[src/rtl/ebus_xfer.sv]
// EBOX-side EBUS cycle controller.
// Runs one CS/FUNC -> DEMAND -> XFER handshake per accepted request. Writes
// enable the EDP AD halves onto EBUS; reads capture device data into rdData.
// Ports:
//   eboxClk, eboxReset_n      clock, async active-low reset
//   req, isWrite, func, ctlNum request and its fields (sampled in IDLE)
//   busy, done, timeout        status (done/timeout are one-cycle pulses)
//   adToEBUS_L, adToEBUS_R     EDP AD drive enables (writes only)
//   EBUS_CS, EBUS_FUNC         controller select / function onto EBUS
//   EBUS_DEMAND                demand strobe
//   EBUS_XFER, EBUS_D          device acknowledge (async) and data
//   rdData                     last successfully read word
module ebus_xfer #(
  parameter int unsigned SETUP_CYCLES = 2,
  parameter int unsigned TIMEOUT      = 255
) (
  input  logic        eboxClk,
  input  logic        eboxReset_n,
  input  logic        req,
  input  logic        isWrite,
  input  logic [0:2]  func,
  input  logic [0:6]  ctlNum,
  output logic        busy,
  output logic        done,
  output logic        timeout,
  output logic        adToEBUS_L,
  output logic        adToEBUS_R,
  output logic [0:6]  EBUS_CS,
  output logic [0:2]  EBUS_FUNC,
  output logic        EBUS_DEMAND,
  input  logic        EBUS_XFER,
  input  logic [0:35] EBUS_D,
  output logic [0:35] rdData
);

  localparam int unsigned CNT_W = 8;
  localparam logic [CNT_W-1:0] SETUP_LAST = CNT_W'(SETUP_CYCLES - 1);
  localparam logic [CNT_W-1:0] TO_LAST    = CNT_W'(TIMEOUT - 1);

  typedef enum logic [2:0] {
    S_IDLE, S_SETUP, S_DEMAND, S_RELEASE, S_DONE, S_ABORT
  } state_t;

  state_t           state_q, state_d;
  logic [CNT_W-1:0] cnt_q, cnt_d;
  logic             wr_q, wr_d;
  logic [0:2]       func_q, func_d;
  logic [0:6]       ctl_q, ctl_d;
  logic             xfer_s1, xfer_s;
  logic             capture_c;
  logic             hold_c;

  logic       busy_d, done_d, timeout_d, ad_en_d, demand_d;
  logic [0:6] cs_d;
  logic [0:2] func_out_d;

  // Next state, counter, request latch and next registered outputs
  always_comb begin
    state_d   = state_q;
    cnt_d     = cnt_q;
    wr_d      = wr_q;
    func_d    = func_q;
    ctl_d     = ctl_q;
    capture_c = 1'b0;

    unique case (state_q)
      S_IDLE: begin
        if (req) begin
          wr_d    = isWrite;
          func_d  = func;
          ctl_d   = ctlNum;
          cnt_d   = '0;
          state_d = S_SETUP;
        end
      end
      S_SETUP: begin
        if (cnt_q == SETUP_LAST) begin
          cnt_d   = '0;
          state_d = S_DEMAND;
        end else begin
          cnt_d = cnt_q + CNT_W'(1);
        end
      end
      S_DEMAND: begin
        if (xfer_s) begin
          capture_c = ~wr_q;
          cnt_d     = '0;
          state_d   = S_RELEASE;
        end else if (cnt_q == TO_LAST) begin
          state_d = S_ABORT;
        end else begin
          cnt_d = cnt_q + CNT_W'(1);
        end
      end
      S_RELEASE: begin
        if (!xfer_s) begin
          state_d = S_DONE;
        end else if (cnt_q == TO_LAST) begin
          state_d = S_ABORT;
        end else begin
          cnt_d = cnt_q + CNT_W'(1);
        end
      end
      S_DONE:  state_d = S_IDLE;
      S_ABORT: state_d = S_IDLE;
      default: state_d = S_IDLE;
    endcase

    // Outputs are decoded from the state being entered so they register with it
    hold_c     = (state_d == S_SETUP) || (state_d == S_DEMAND) || (state_d == S_RELEASE);
    busy_d     = (state_d != S_IDLE);
    done_d     = (state_d == S_DONE);
    timeout_d  = (state_d == S_ABORT);
    demand_d   = (state_d == S_DEMAND);
    ad_en_d    = hold_c & wr_d;
    cs_d       = hold_c ? ctl_d  : '0;
    func_out_d = hold_c ? func_d : '0;
  end

  // State, counter and latched request fields
  always_ff @(posedge eboxClk or negedge eboxReset_n) begin
    if (!eboxReset_n) begin
      state_q <= S_IDLE;
      cnt_q   <= '0;
      wr_q    <= 1'b0;
      func_q  <= '0;
      ctl_q   <= '0;
    end else begin
      state_q <= state_d;
      cnt_q   <= cnt_d;
      wr_q    <= wr_d;
      func_q  <= func_d;
      ctl_q   <= ctl_d;
    end
  end

  // Two-flop synchronizer for the device acknowledge
  always_ff @(posedge eboxClk or negedge eboxReset_n) begin
    if (!eboxReset_n) begin
      xfer_s1 <= 1'b0;
      xfer_s  <= 1'b0;
    end else begin
      xfer_s1 <= EBUS_XFER;
      xfer_s  <= xfer_s1;
    end
  end

  // Registered outputs
  always_ff @(posedge eboxClk or negedge eboxReset_n) begin
    if (!eboxReset_n) begin
      busy        <= 1'b0;
      done        <= 1'b0;
      timeout     <= 1'b0;
      adToEBUS_L  <= 1'b0;
      adToEBUS_R  <= 1'b0;
      EBUS_CS     <= '0;
      EBUS_FUNC   <= '0;
      EBUS_DEMAND <= 1'b0;
    end else begin
      busy        <= busy_d;
      done        <= done_d;
      timeout     <= timeout_d;
      adToEBUS_L  <= ad_en_d;
      adToEBUS_R  <= ad_en_d;
      EBUS_CS     <= cs_d;
      EBUS_FUNC   <= func_out_d;
      EBUS_DEMAND <= demand_d;
    end
  end

  // Read data is taken on the edge that leaves DEMAND with the acknowledge seen
  always_ff @(posedge eboxClk or negedge eboxReset_n) begin
    if (!eboxReset_n) begin
      rdData <= '0;
    end else if (capture_c) begin
      rdData <= EBUS_D;
    end
  end

endmodule

[config.mk]
export PLATFORM = sky130hd
export DESIGN_NAME = ebus_xfer
export DESIGN_NICKNAME = d
export VERILOG_FILES = /design/src/rtl/ebus_xfer.sv
export SDC_FILE = /design/constraint.sdc
export NUM_CORES = 1
export LEC_CHECK = 0
export CORE_MARGIN = 2
export CORE_UTILIZATION = 45
export CTS_BUF_LIST = sky130_fd_sc_hd__clkbuf_4 sky130_fd_sc_hd__clkbuf_8 sky130_fd_sc_hd__clkbuf_16
export DETAILED_ROUTE_END_ITERATION = 16
export PLACE_DENSITY = 0.88
export SYNTH_ARGS = -nofsm -noshare
export SYNTH_HDL_FRONTEND = slang
export SYNTH_SLANG_ARGS = --single-unit
export TNS_END_PERCENT = 100
[constraint.sdc]
create_clock -name eboxClk -period 5.6 [get_ports eboxClk]
set_input_delay 1.12 -clock eboxClk [delete_from_list [all_inputs] [get_ports eboxClk]]
set_output_delay 1.12 -clock eboxClk [all_outputs]
set_load 0.1 [all_outputs]
Yosys cells after proc, flatten, opt, wreduce, memory -nomap -nowiden

Index checks and enable logic that the tools add are counted.

Add/sub/neg operators: 1
Equal/unequal tests: 12
Mux-type cells: 22
Bitwise logic cells: 2
Reductions and logical operators: 6

Operators by type and width:

| cell                                                | count |
|---|---|
| 2-to-1 mux 8 bit                                    | 5 |
| case mux 8 bit (4 select lines)                     | 1 |
| 2-to-1 mux 3 bit                                    | 8 |
| 2-to-1 mux 7 bit                                    | 3 |
| equality test 3 x 2 -> 1 bit, second input constant | 4 |
| case mux 3 bit (4 select lines)                     | 1 |
| adder 8 x 1 -> 8 bit, second input constant         | 1 |
| equality test 8 x 1 -> 1 bit, second input constant | 1 |
| equality test 8 bit, second input constant          | 1 |
| equality test 3 x 1 -> 1 bit, second input constant | 2 |
| equality test 3 bit, second input constant          | 2 |
| 2-to-1 mux 1 bit                                    | 4 |
| inequality test 2 bit, second input constant        | 2 |
| nonzero test 4 bit                                  | 1 |
| logical NOT 3 bit                                   | 1 |
| AND reduction 3 bit                                 | 1 |
| nonzero test 3 bit                                  | 1 |
| logical OR 1 bit                                    | 2 |
| bitwise AND 1 bit                                   | 1 |
| inverter 1 bit                                      | 1 |

Bits in registers: 75
Input port bits: 51
Output and inout port bits: 52
Logic and storage cells: 58

Logic depth before layout (Yosys ltp)

Gate-level depths: netlist (run 1).

Word-level depth: 8
Mapped depth: 7

Least setup slack after synthesis (run 1)

Ideal clock, no wire load.

Path kind: register to output
From: register adToEBUS_R
To: output port adToEBUS_R
Arrival: 1.324 ns
Required time: 4.480 ns
Path slack: 3.156 ns
Stages on the path, launching flop included: 2
Path buffers: 1
Cell sequence: dfrtp_1 -> buf_4

RTL lines:

| item                   | RTL line | text |
|---|---|---|
| from (decl)            | 27       | `output logic adToEBUS_R,` |
| from (signal assigned) | 164      | `adToEBUS_R <= ad_en_d;` |

No word-level cell between the ends.

Worst setup path in the final report (run 1)

From: register rdData[33] (netlist name)
To: output port rdData[33] (netlist name)

RTL lines:

| item                   | RTL line | text |
|---|---|---|
| from (decl)            | 33       | `output logic [0:35] rdData` |
| from (signal assigned) | 174      | `rdData <= '0;` |
| from (signal assigned) | 176      | `rdData <= EBUS_D;` |

No word-level cell between the ends.

==> results.txt, run 1 <==
IO buf count - 102
Core Box Area - 6720 sq um
initial antenna violation count - 0
Synth Instances - 213
worst slew pin tran - 994 ps
prevailing post-synth register cell - dfrtp_1
max-cap check violation count - 0
Seq cells post-synth - 75
FF/Latch Area - 1880 sq um
final setup fails - 0
ANT cells - 0
CP max stage cell - clkdlybuf4s50_1
number of flops mapped to enable cells by yosys - 0
global router's overall resource usage - 17.4%
Die X - 87.0 um
grt ovf - 0
CP Capture Type - primary output
Hold Vio Cnt, Final - 0
WP buf/inv - 1
clk sinks - 75
CP startpoint kind - flop
Starting Density - 46.1%
largest net degree at the start of global routing - 76
worst min path class - flop to flop
Area growth syn-to-layout - 41.2%
Nets - 372
crit path max fanout - 2
filler cell count - 518
Tmin final - 2970 ps
vias in the first global route - 2100
Setup Fix Bufs, Post-CTS - 0
First-pass DRT Iterations - 4
Mapped Nets - 267
share of cells above drive strength 1 - 24.8%
most common cell after layout, fill and taps aside - clkdlybuf4s50_1
CTS tree - done
Resized cells post-CTS - 0
most frequent cells in the layout - clkdlybuf4s50_1, dfrtp_1, mux2_2
Final Max Tran Viols - 0
die extent in y - 87.0 um
Post-Syn Area per Cell - 14.5 sq um
H-tree depth - 3
Clk pin slew, worst setup/hold paths - 80 ps
Slew Limit Headroom - 33.5%
sequential fraction of the synthesis area - 60.6%
Final ANT Viol Nets - 0
Final GP Congestion - 0.857
WL final - 6350 um
Clk Tree Root Cell - clkbuf_8
Worst EP arrival - 1850 ps
global-route wire length before repair - 10000 um
# IOs - 103
Vias/cell - 5.12
delay-heaviest family, CP - buffers and inverters
status - finished clean
Fin Clk Skew - 9.57 ps
HPWL Detailed - 4600 um
RSZ-0062 raised after global routing - no
Multi-input gate area - 1120 sq um
CTS buffer count - 9
area of the die - 7560 sq um
max frequency - 337 MHz
worst skew pair latency - 340 ps
CTS max path bufs - 2
Initial DRC Count - 113
CP max stage delay - 1150 ps
Yosys warning total - 0
Critical Path RT - 4480 ps
DRC viols - 0
crit path cell chain - clkdlybuf4s50_1
row count - 30
vias after detailed routing - 2065
Final period util - 53.0%
Yosys cell types - 46
synthesized area - 3100 sq um
per-cell routed wire length - 15.7 um
CTS Hold Bufs - 0
worst setup path class - flop to primary output
total negative slack - 0 ps
FFs w/ async S/R, synth - 100%
cells in the mapped netlist (2+ instances only):
cell type / n / area, sq um
buf_4: 3 / 22.5
nand2b_1: 2 / 12.5
and2_1: 11 / 68.8
mux2_2: 47 / 529
a311oi_1: 2 / 17.5
ha_1: 3 / 37.5
a41oi_1: 2 / 17.5
nand3_1: 5 / 25.0
nor4b_1: 2 / 17.5
nor3_1: 6 / 30.0
inv_1: 6 / 22.5
buf_6: 4 / 45.0
o21ai_0: 2 / 10.0
dfrtp_1: 75 / 1880
o21ai_1: 2 / 10.0
and3_1: 2 / 12.5
buf_2: 3 / 15.0
nor2_1: 5 / 18.8
nor3_4: 2 / 32.5
a21oi_1: 3 / 15.0
worst reg2reg max path, cell delays in order, from the launching register on:
cell      delay, ps
dfrtp_1         510
nand2b_4        230
nor3_4          410
buf_4           420
mux2_2          390
path summary, 6_finish.rpt:
path | cells past startpoint | endpoint | start | slack [ps]
min reg2reg | 0 | xfer_s | xfer_s1 | 350
min in group asynchronous | 1 | EBUS_CS[4] | eboxReset_n | 900
max | 1 | rdData[33] | rdData[33] | 2630
min | 0 | xfer_s | xfer_s1 | 350
max in group asynchronous | 1 | rdData[1] | eboxReset_n | 4100
max reg2reg | 4 | rdData[24] | state_q[2] | 3520
through the flow:
stage | hold slack (ps) | cell area [sq um] | instances | setup slack, ps | utilization [%]
detailed placement | 341 | 4150 | 387 | 2760 | 61.8
global placement | 334 | 4150 | 387 | 2820 | 61.8
finish | 354 | 4380 | 403 | 2630 | 65.1
global route | 373 | 4380 | 403 | 2570 | 65.1
floorplan | 331 | 3100 | 213 | 3160 | -
CTS | 359 | 4380 | 403 | 2600 | 65.1
area by class of cell:
class / instances / area share [%]
multi-input combinational: 122 / 25.5
timing repair buffer: 104 / 23.6
inverter: 6 / 0.515
clock inverter: 6 / 2.03
clock buffer: 10 / 3.15
sequential: 75 / 42.9
tap: 80 / 2.29
per-layer routing:
layer / global-route usage [%] / up-vias / routed length, um
met1: 22.1 / 1021 / 2660
met5: 0 / - / 0
met3: 5.31 / 7 / 346
li1: - / 975 / -
met2: 28.5 / 62 / 3260
met4: 5.97 / 0 / 78
kinds of logic (layout without fill, tap and decap cells):
kind of cell    after synthesis  after routing  synth area share (%)
buf+inv                      16            126                  3.39
compound gates               22             22                  5.45
flops                        75             75                  60.6
mux                          48             48                  17.4
fa+ha+maj                     3              3                  1.21
simple gates                 49             49                  12.0
sequential cells by signal (all words and copies together) (netlist names):
register,count
func_q,3
wr_q,1
cnt_q,8
rdData,36
EBUS_FUNC,3
xfer_s,1
adToEBUS_R,1
EBUS_DEMAND,1
done,1
timeout,1
ctl_q,7
state_q,3
EBUS_CS,7
xfer_s1,1
busy,1
Power of run 1 is left out: the tool's default activity adds up to more than one toggle a clock period on the data nets, which glitch-free logic cannot reach.
==> run 2: changes to the inputs <==
==> constraint.sdc (replaced) <==
create_clock -name eboxClk -period 2.95 [get_ports eboxClk]
set_input_delay 0.59 -clock eboxClk [delete_from_list [all_inputs] [get_ports eboxClk]]
set_output_delay 0.59 -clock eboxClk [all_outputs]
set_load 0.1 [all_outputs]
==> run 2 against run 1 <==
  * Utilization is 1.6 points lower
  * Non-clock buffer count did not move
  * Worst setup slack got worse by 1600 ps
  * Die area did not move
  * Routed wire length down 4.1%
  * Cell count unchanged
  * Sequential share of layout area is 1.1 points higher
  * Count of clock-buffer cells in the layout unchanged
  * Clock skew is 1.3 ps lower
  * Critical endpoint is now cnt_q[2]
==> results.txt, run 2 (synthesis results as in run 1) <==
status - finished clean
die extent in y - 87.0 um (unchanged)
total negative slack - 0 ps (unchanged)
CTS tree - done
worst skew pair latency - 330 ps (about the same)
WL final - 6090 um (-4.1%)
Hold Vio Cnt, Final - 0 (unchanged)
vias after detailed routing - 2066 (+0.048%)
design area - 4270 sq um (-2.4%)
initial antenna violation count - 0 (unchanged)
CTS buffer count - 9 (unchanged)
clk sinks - 75 (unchanged)
Setup Fix Bufs, Post-CTS - 0 (unchanged)
grt ovf - 0 (unchanged)
Initial DRC Count - 78 (-31%)
dpl cell area - 4020 sq um (-3.1%)
FF/Latch Area - 1880 sq um (unchanged)
Tmin final - 1950 ps
crit path cell chain - inv_1 -> ha_1 -> nand4_4 -> nor4b_4 -> nor2b_4 -> a221oi_1
Slew Limit Headroom - 39.5% (+6.0 points)
most frequent cells in the layout - dfrtp_1, buf_4, clkdlybuf4s50_1
worst setup path class - flop to flop
non-filler cells in the finished layout - 403 (unchanged)
CTS Hold Bufs - 0 (unchanged)
Fin Clk Skew - 8.30 ps (-1.27 ps)
Final GP Congestion - 0.832 (-2.9%)
Core Box Area - 6720 sq um (unchanged)
CP max stage cell - nor4b_4
max frequency - 512 MHz
worst min path class - flop to flop
Clk pin slew, worst setup/hold paths - 70 ps (about the same)
Clk Tree Root Cell - clkbuf_8
DRC viols - 0 (unchanged)
Critical Path RT - 3180 ps (-1300 ps)
Final period util - 66.2%
fin worst setup slack - 996 ps (-1630 ps)
filler cell count - 541 (+4.4%)
Starting Density - 46.1% (unchanged)
Die X - 87.0 um (unchanged)
CTS max path bufs - 2 (unchanged)
share of cells above drive strength 1 - 40.9% (+16 points)
Final ANT Viol Nets - 0 (unchanged)
HPWL Detailed - 4470 um (-2.9%)
IO buf count - 102 (unchanged)
top flop regs - rdData x36, cnt_q x8
Largest register FFs - 36 (unchanged)
area of the die - 7560 sq um (unchanged)
RSZ-0062 raised after global routing - no
H-tree depth - 3 (unchanged)
crit path max fanout - 17 (+15)
vias in the first global route - 2224 (+5.9%)
WHS Path Cells - 0 (unchanged)
largest net degree at the start of global routing - 76 (unchanged)
Nets - 372 (unchanged)
placement-stage worst setup slack - 668 ps (-2090 ps)
CP max stage delay - 440 ps (-710 ps)
First-pass DRT Iterations - 4 (unchanged)
cells on worst reg2reg path - 6 (+2)
CP startpoint kind - flop
Resized cells post-CTS - 0 (unchanged)
Worst EP arrival - 2180 ps (+330 ps)
per-cell routed wire length - 15.1 um (-4.1%)
max-cap check violation count - 0 (unchanged)
global-route wire length before repair - 10100 um (+0.83%)
Biggest register - rdData
worst slew pin tran - 908 ps (-86.2 ps)
final setup fails - 0 (unchanged)
Vias/cell - 5.13 (about the same)
r2r setup slk - 1000 ps (-2520 ps)
CP Capture Type - flop
Inst Count DP - 387 (unchanged)
row count - 30 (unchanged)
Final Max Tran Viols - 0 (unchanged)
most common cell after layout, fill and taps aside - dfrtp_1
global router's overall resource usage - 17.3% (-0.16 points)
Area growth syn-to-layout - 37.8%
ANT cells - 0 (unchanged)
Multi-input gate area - 1120 sq um (unchanged)
# IOs - 103 (unchanged)
## run 2: cell count changes in the layout (fill, tap and decap cells not counted), sizes merged
cell	change
clkdlybuf4s50	-52
buf	+52
clkinvlp	-2
bufinv	+1
clkinv	+1
## run 2: critical path: cells and delay by family, from the launching register on
kind	cells	cell delay [ps]
flip-flops	1	410
buffers and inverters	1	160
AND/OR/NAND/NOR	3	770
adder cells (fa/ha/maj)	1	220
AO/OA/AOI/OAI	1	290
## run 2: metrics by stage
step                hold slack (ps)  utilization [%]
floorplan                       294                -
global placement                335             59.8
detailed placement              346             59.8
CTS                             363             63.5
global route                    380             63.5
finish                          360             63.5
## run 2: path summary, 6_finish.rpt
| kind | start | end |
|---|---|---|
| worst max-delay path | cnt_q[0] | cnt_q[2] |
| worst min-delay path | xfer_s1 | xfer_s |
| worst max register to register | cnt_q[0] | cnt_q[2] |
| worst min register to register | xfer_s1 | xfer_s |
| max in group asynchronous | eboxReset_n | rdData[23] |
| min in group asynchronous | eboxReset_n | EBUS_CS[1] |
## run 2: layout make-up
type	instances	share of cell area, %
clock inverter	6	2.64
inverter	6	0.528
multi-input combinational	122	26.1
sequential	75	44.0
timing repair buffer	104	21.2
clock buffer	10	3.22
tap	80	2.34
## run 2: routing by layer
layer / track usage, % / wire (um)
met1: 20.6 / 2480
met4: 8.38 / 110
met5: 0 / 0
met2: 29.4 / 3190
met3: 3.98 / 309
Power of run 2 is left out for the same reason.
